<file path="src/rtl/sprite_rom_arbiter.sv">
// ---------------------------------------------------------------------------
// sprite_rom_arbiter
//
// Shares one synchronous single-port sprite/board ROM between the pixel
// display fetch (requester 0, absolute priority) and two auxiliary
// requesters (overlay / animation) that share leftover slots round-robin.
// Each issued read carries a tag down a pipeline matched to the ROM latency
// so the returning data strobes the requester that issued it.
// Auxiliary requesters that wait too long raise a sticky starve flag.
//
// Ports
//   vga_clk     sole clock, rising edge
//   reset       synchronous, active-high
//   disp_req    display fetch request (never back-pressured)
//   disp_addr   display fetch address
//   disp_q      display return data (rom_q passthrough)
//   disp_valid  display return strobe
//   aux_req     auxiliary requests, bit i = requester i+1
//   aux_addr0   address for aux requester 1
//   aux_addr1   address for aux requester 2
//   aux_gnt     combinational grant, one-hot or zero
//   aux_q       auxiliary return data (rom_q passthrough)
//   aux_valid   auxiliary return strobe, one-hot or zero
//   rom_addr    registered ROM address
//   rom_q       ROM read data, valid ROM_LAT cycles after rom_addr
//   starve      sticky starvation flags
//   starve_clr  clears both starve flags and both wait counters
// ---------------------------------------------------------------------------
module sprite_rom_arbiter #(
    parameter int ADDR_W     = 18,
    parameter int DATA_W     = 4,
    parameter int ROM_LAT    = 1,
    parameter int STARVE_MAX = 1023
) (
    input  logic              vga_clk,
    input  logic              reset,
    input  logic              disp_req,
    input  logic [ADDR_W-1:0] disp_addr,
    output logic [DATA_W-1:0] disp_q,
    output logic              disp_valid,
    input  logic [1:0]        aux_req,
    input  logic [ADDR_W-1:0] aux_addr0,
    input  logic [ADDR_W-1:0] aux_addr1,
    output logic [1:0]        aux_gnt,
    output logic [DATA_W-1:0] aux_q,
    output logic [1:0]        aux_valid,
    output logic [ADDR_W-1:0] rom_addr,
    input  logic [DATA_W-1:0] rom_q,
    output logic [1:0]        starve,
    input  logic              starve_clr
);

    localparam int               CNT_W   = $clog2(STARVE_MAX + 1);
    localparam logic [CNT_W-1:0] CNT_MAX = CNT_W'(STARVE_MAX);
    // Stage 0 travels alongside rom_addr; the remaining ROM_LAT stages cover
    // the ROM's own read latency, so the last stage lines up with rom_q.
    localparam int               PIPE_D  = ROM_LAT + 1;

    typedef enum logic [1:0] {
        TAG_NONE = 2'd0,
        TAG_DISP = 2'd1,
        TAG_AUX1 = 2'd2,
        TAG_AUX2 = 2'd3
    } tag_e;

    logic [ADDR_W-1:0] rom_addr_q, rom_addr_d;
    logic              rr_q, rr_d;          // 0: aux1 preferred, 1: aux2 preferred
    tag_e              tag_q [PIPE_D];
    tag_e              tag_d [PIPE_D];
    tag_e              issue_tag;
    tag_e              tag_out;
    logic [CNT_W-1:0]  wait_cnt_q [2];
    logic [CNT_W-1:0]  wait_cnt_d [2];
    logic [1:0]        starve_q, starve_d;

    // -----------------------------------------------------------------------
    // Arbitration: display first, then the single aux requester, then the
    // aux requester that was not granted most recently.
    // -----------------------------------------------------------------------
    always_comb begin
        // NOTE: every always_comb output gets a default first so no path
        // leaves it unassigned and no latch is inferred.
        aux_gnt = 2'b00;
        if (!reset && !disp_req) begin
            case (aux_req)
                2'b01:   aux_gnt = 2'b01;
                2'b10:   aux_gnt = 2'b10;
                2'b11:   aux_gnt = rr_q ? 2'b10 : 2'b01;
                default: aux_gnt = 2'b00;
            endcase
        end
    end

    // Issue: pick the winner's address and tag; the pointer only moves on an
    // aux grant, and then always to the other requester.
    always_comb begin
        issue_tag  = TAG_NONE;
        rom_addr_d = rom_addr_q;
        rr_d       = rr_q;
        if (disp_req) begin
            issue_tag  = TAG_DISP;
            rom_addr_d = disp_addr;
        end else if (aux_gnt[0]) begin
            issue_tag  = TAG_AUX1;
            rom_addr_d = aux_addr0;
            rr_d       = 1'b1;
        end else if (aux_gnt[1]) begin
            issue_tag  = TAG_AUX2;
            rom_addr_d = aux_addr1;
            rr_d       = 1'b0;
        end
    end

    always_comb begin
        tag_d[0] = issue_tag;
        for (int i = 1; i < PIPE_D; i++) begin
            tag_d[i] = tag_q[i-1];
        end
    end

    // Starvation: the flag is raised from the registered count, so it
    // appears the cycle after the counter saturates; clear beats set.
    always_comb begin
        for (int i = 0; i < 2; i++) begin
            starve_d[i]   = starve_q[i] | (wait_cnt_q[i] == CNT_MAX);
            wait_cnt_d[i] = '0;
            if (starve_clr) begin
                starve_d[i] = 1'b0;
            end else if (aux_req[i] && !aux_gnt[i]) begin
                wait_cnt_d[i] = (wait_cnt_q[i] == CNT_MAX) ? CNT_MAX
                                                           : wait_cnt_q[i] + 1'b1;
            end
        end
    end

    // -----------------------------------------------------------------------
    // State
    // -----------------------------------------------------------------------
    always_ff @(posedge vga_clk) begin
        // NOTE: sequential state uses non-blocking assignments so every flop
        // samples pre-edge values regardless of statement order.
        if (reset) begin
            rom_addr_q <= '0;
            rr_q       <= 1'b0;
            starve_q   <= 2'b00;
            // NOTE: the tag pipeline is reset (unlike a data array) because
            // it is control: stale tags would strobe returns after reset.
            for (int i = 0; i < PIPE_D; i++) begin
                tag_q[i] <= TAG_NONE;
            end
            for (int i = 0; i < 2; i++) begin
                wait_cnt_q[i] <= '0;
            end
        end else begin
            rom_addr_q <= rom_addr_d;
            rr_q       <= rr_d;
            starve_q   <= starve_d;
            for (int i = 0; i < PIPE_D; i++) begin
                tag_q[i] <= tag_d[i];
            end
            for (int i = 0; i < 2; i++) begin
                wait_cnt_q[i] <= wait_cnt_d[i];
            end
        end
    end

    // -----------------------------------------------------------------------
    // Return routing: data is shared, only the strobes are qualified. The
    // strobes are masked during reset because the tag pipeline still holds
    // pre-reset contents in that cycle.
    // -----------------------------------------------------------------------
    assign tag_out      = tag_q[PIPE_D-1];
    assign disp_q       = rom_q;
    assign aux_q        = rom_q;
    assign disp_valid   = !reset && (tag_out == TAG_DISP);
    assign aux_valid[0] = !reset && (tag_out == TAG_AUX1);
    assign aux_valid[1] = !reset && (tag_out == TAG_AUX2);
    assign rom_addr     = rom_addr_q;
    assign starve       = starve_q;

endmodule

</file>
<file path="config.mk">
export PLATFORM = sky130hd
export DESIGN_NAME = sprite_rom_arbiter
export DESIGN_NICKNAME = d
export VERILOG_FILES = /design/src/rtl/sprite_rom_arbiter.sv
export SDC_FILE = /design/constraint.sdc
export NUM_CORES = 1
export LEC_CHECK = 0
export BUFFER_PORTS_ARGS = -buffer_cell sky130_fd_sc_hd__buf_4
export CAP_MARGIN = 25
export CELL_PAD_IN_SITES_DETAIL_PLACEMENT = 1
export CELL_PAD_IN_SITES_GLOBAL_PLACEMENT = 2
export CORE_MARGIN = 2
export CORE_UTILIZATION = 29
export DETAILED_ROUTE_END_ITERATION = 8
export MAX_ROUTING_LAYER = met4
export PLACE_DENSITY_LB_ADDON = 0.08
export SLEW_MARGIN = 20
export SYNTH_ARGS = -nofsm -noshare
export SYNTH_HDL_FRONTEND = slang
export SYNTH_SLANG_ARGS = --single-unit
</file>
<file path="constraint.sdc">
create_clock -name vga_clk -period 2.1 [get_ports vga_clk]
set_input_delay 0.315 -clock vga_clk [delete_from_list [all_inputs] [get_ports vga_clk]]
set_output_delay 0.315 -clock vga_clk [all_outputs]
set_load 0.03 [all_outputs]
</file>
Word-level counts from Yosys, hierarchy flattened
Memory sizes are Yosys's and may differ from the RTL's.
Cells that the tools add are included.
W data, S select, Z words.
{"block": "totals", "regBits": 21, "ramBits": 24, "input_bits": 64, "output_inout_bits": 33, "wordCells": 60, "mem_count": 2}
{"block": "classes", "n_addsub": 2, "eq_ne": 8, "n_mux": 24, "n_bitwise": 7, "reduce_logical": 14}
{"name": "wait_cnt_q", "depth": 2, "width": 10, "read_ports": 2, "rd_ports_with_merged_regs": 0, "write_ports": 2, "line_no": "72", "text": "logic [CNT_W-1:0] wait_cnt_q [2];"}
{"name": "tag_q", "depth": 2, "width": 2, "read_ports": 2, "rd_ports_with_merged_regs": 0, "write_ports": 2, "line_no": "68", "text": "tag_e tag_q [PIPE_D];"}
{"operator": "$mux W10", "count": 8}
{"operator": "$mux W18", "count": 3}
{"operator": "$add A10 B1 Y10 const B", "count": 2}
{"operator": "$eq A10 B10 Y1 const B", "count": 2}
{"operator": "$mux W2", "count": 7}
{"operator": "$eq A2 B2 Y1 const B", "count": 4}
{"operator": "$logic_and A1 B1 Y1", "count": 6}
{"operator": "$or A1 B1 Y1", "count": 6}
{"operator": "$pmux W2 S3", "count": 1}
{"operator": "$mux W1", "count": 5}
{"operator": "$eq A2 B1 Y1 const B", "count": 2}
{"operator": "$logic_not A1 Y1", "count": 4}
{"operator": "$reduce_bool A3 Y1", "count": 1}
{"operator": "$reduce_and A2 Y1", "count": 1}
{"operator": "$reduce_bool A2 Y1", "count": 1}
{"operator": "$reduce_or A2 Y1", "count": 1}
{"operator": "$not A1 Y1", "count": 1}

Logic depth before layout (Yosys ltp)
{"block": "depth", "depth_word": 8, "ltp_mapped": 6, "ltp_nobuf": 4}

Worst setup path after synthesis
No wires, ideal clock.
{"block": "synth_path", "path_type": "input to output", "start": "in reset", "end": "out aux_valid[0]", "arrival_ns": 1.381, "t_required_ns": 1.785, "setup_slack_ns": 0.404, "stages": 3, "n_path_buf": 2, "cell_sequence": "buf_2 > buf_2 > nor3b_1"}
{"block": "synth_via", "elab_chain_cells": 2}
{"item": "from (decl)", "line_no": "36", "text": "input logic reset,"}
{"item": "$logic_not A1 Y1", "line_no": "176", "text": "assign aux_valid[0] = !reset && (tag_out == TAG_AUX1);"}
{"item": "$logic_and A1 B1 Y1", "line_no": "176"}
{"item": "to (decl)", "line_no": "46", "text": "output logic [1:0] aux_valid,"}
No other way between the ends.

Worst setup path after layout
{"block": "layout_path", "start": "reg rr_q", "end": "out aux_gnt[0]"}
{"block": "layout_via", "elab_chain_cells": 3}
{"item": "from (decl)", "line_no": "67", "text": "logic rr_q, rr_d;"}
{"item": "from (signal assigned)", "line_no": "156", "text": "rr_q <= rr_d;"}
{"item": "$mux W2", "line_no": "88", "text": "2'b11: aux_gnt = rr_q ? 2'b10 : 2'b01;"}
{"item": "$pmux W2 S3", "line_no": "85", "text": "case (aux_req)"}
{"item": "$mux W2", "line_no": "84", "text": "if (!reset && !disp_req) begin"}
{"item": "to (decl)", "line_no": "44", "text": "output logic [1:0] aux_gnt,"}
No other way between the ends.

==> results.ini <==
[critical_path]
r2r_setup_slack_ns = 0.48
cp-start-kind = flip-flop
endpoint = aux_gnt[0]
reg2reg_from = wait_cnt_q[0][0]
reg2reg_to = wait_cnt_q[0][7]
worst_ep_required_time_ns = 1.78
crit_start = rr_q
critical_path_class = reg -> out
cp_max_fo = 6
r2r_cells = 4
worstPathArrival_ns = 1.40
crit_path_end_kind = output port

[yosys]
synthesis.nets = 334
ys_seq_area_frac = 0.380
syn-mean-instance-area_um2 = 8.84
syn_inst = 268
synthesis.area_um2 = 2370
synth_edf_count = 0
yosysWarnings = 0
ys_top_cells_by_area = dfxtp_1 38%, inv_1 5.2%, o311a_1 5.1%
synth.distinct_cells = 46
netlist_top_cells_count = 45 x dfxtp_1, 33 x inv_1, 15 x nand2_1
ys.flop_type = dfxtp_1
yosysTopAreaCellShare = 0.380
ys_ff_latch = 45
async_flop_share = 0
synth_most_common_cell = dfxtp_1
synth_area_leader_cell = dfxtp_1

[worst_hold_path]
hp-class = in -> reg

[finish]
regArea_um2 = 901
area_growth_pct = 31.9
n_antenna_cell = 0
fin_nets = 409
multi_input_area_um2 = 1190
fillerInstances = 939
drive_gt1_frac = 0.332
fin_cells = 445

[drt]
via_count = 2245
finalWirelength_um = 7030
wl_per_cell_um = 15.8
drt_pass1_iterations = 4
drtIter0Drc = 62
route.detailed.drc = 0
ant_nets = 0
routed_via_density = 5.04

[floorplanning]
coreArea_um2 = 7810
dieArea_um2 = 8910
rows = 32
start_util = 0.304
fp.dieH_um = 94.4
ios = 97
die_w_um = 94.4

[timing]
slew_headroom = 0.432
setup_viol = 0
period_share = 0.818
max_freq_mhz = 582
worst_slack_ns = 0.382
rsz0062_at_grt = false
fin_crit_ns = 1.72
slew_viol_final = 0
holdWs_ns = 0.267
finalSetupTns_ns = 0
worst_slew_pin_slew_ns = 0.847
skew_ns = 0.00350
hold_viol_final = 0

[clocking]
root_buffer = clkbuf_8
clock-sinks = 45
numCtsBuffers = 5
h-tree-depth = 2
clk_latency_ns = 0.30
cts.clk_slew.worst_paths_ns = 0.09
clockBufferDepth = 2
tritoncts = done
post_cts_buffers = 0
post_cts_resized = 0
cts_hold_buf = 0

[run]
max-cap-violations = 0

[power_and_ir_drop]
peakVddDrop_v = 0.000241
p_leak_nw = 1.30
powerDensity_nw_per_um2 = 588

[placement]
preCtsSetupSlack_ns = 0.207
place_inst = 438
portBuffers = 84
post-dp-hpwl_um = 5220
routabilityCongestion = 0.765

[grt]
grt_pass1_wl_um = 11500
grt_pass1_vias = 2364
grt_usage = 0.169
grt_max_degree = 26
antenna_found_initial = 0
grt-ovfl-total = 0

[run_status]
run_status = completed

area by class of cell:
cell class,count,area share
Clock buffer,6,0.0264
Sequential cell,45,0.288
Inverter,33,0.0396
Multi-Input combinational cell,166,0.382
Tap cell,102,0.0408
Timing Repair Buffer,92,0.221
Clock inverter,1,0.00240
worst min path at each step:
stage / startpoint / to / slack, ns / depth (start not counted)
floorplan: tag_q[0][0] / tag_q[0][2] / 0.41 / 1
global placement: starve[1] / starve[1] / 0.43 / 2
detailed placement: tag_q[0][1] / tag_q[0][3] / 0.44 / 1
CTS: aux_addr1[10] / rom_addr[10] / 0.25 / 2
global route: aux_addr1[7] / rom_addr[7] / 0.25 / 2
finish: aux_addr1[10] / rom_addr[10] / 0.27 / 2
cell usage in the layout, fill, tap and decap left out, types with 2 or more instances in the layout:
master	Yosys	layout
a211oi_1	7	7
a21oi_1	10	10
a21oi_2	5	5
a221oi_1	12	12
a311oi_1	2	2
a31o_2	2	2
a31oi_1	3	3
a31oi_2	2	2
and3_1	3	3
and4_1	4	4
buf_4	10	92
clkbuf_8	0	6
dfxtp_1	45	45
ha_1	2	2
inv_1	33	33
nand2_1	15	15
nand3_1	7	7
nand3b_1	12	12
nand4_1	2	2
nor2_1	4	4
nor2b_1	13	13
nor3_1	8	8
nor3b_1	2	2
nor4_1	2	2
o21ai_0	6	6
o311a_1	12	12
o41ai_1	6	6
or3_1	7	7
xnor2_1	2	2
xor2_1	2	2
report_power, final:
part           switching [mW]  internal (mW)  total (mW)
combinational           0.193          0.174       0.367
clock                   0.299          0.261       0.560
sequential             0.0220          0.889       0.911
total                   0.514           1.32        1.84
metrics by stage:
step / total power, mW / area (um^2) / utilization
floorplan: 1.15 / 2370 / -
global placement: 1.30 / 3040 / 0.389
detailed placement: 1.30 / 3040 / 0.389
CTS: 1.87 / 3130 / 0.400
global route: 1.94 / 3130 / 0.400
finish: 1.84 / 3130 / 0.400
per-layer routing:
| metal | vias to the layer above | track usage | share of wire |
|---|---|---|---|
| met5 | - | - | 0 |
| met4 | 0 | 0.0447 | 0.0065 |
| met3 | 4 | 0.0447 | 0.076 |
| met1 | 1054 | 0.210 | 0.45 |
| li1 | 1122 | - | - |
| met2 | 65 | 0.273 | 0.47 |
sequential cells by signal, indices dropped and copies added, names as in the netlist:
signal / flops
rom_addr: 18
wait_cnt_q: 20
starve: 2
tag_q: 4
rr_q: 1
cell families after synthesis:
family / after synthesis / synth area share
buf+inv: 57 / 0.117
fa+ha+maj: 2 / 0.0106
xor+xnor: 4 / 0.0148
simple gates: 87 / 0.230
flops: 45 / 0.380
compound gates: 73 / 0.248
worst max-delay path, stage by stage (launching register included):
cell,delay (ns)
dfxtp_1,0.37
a21o_1,0.21
nor3_4,0.30
buf_4,0.23
(Power assumes the default switching activity.)
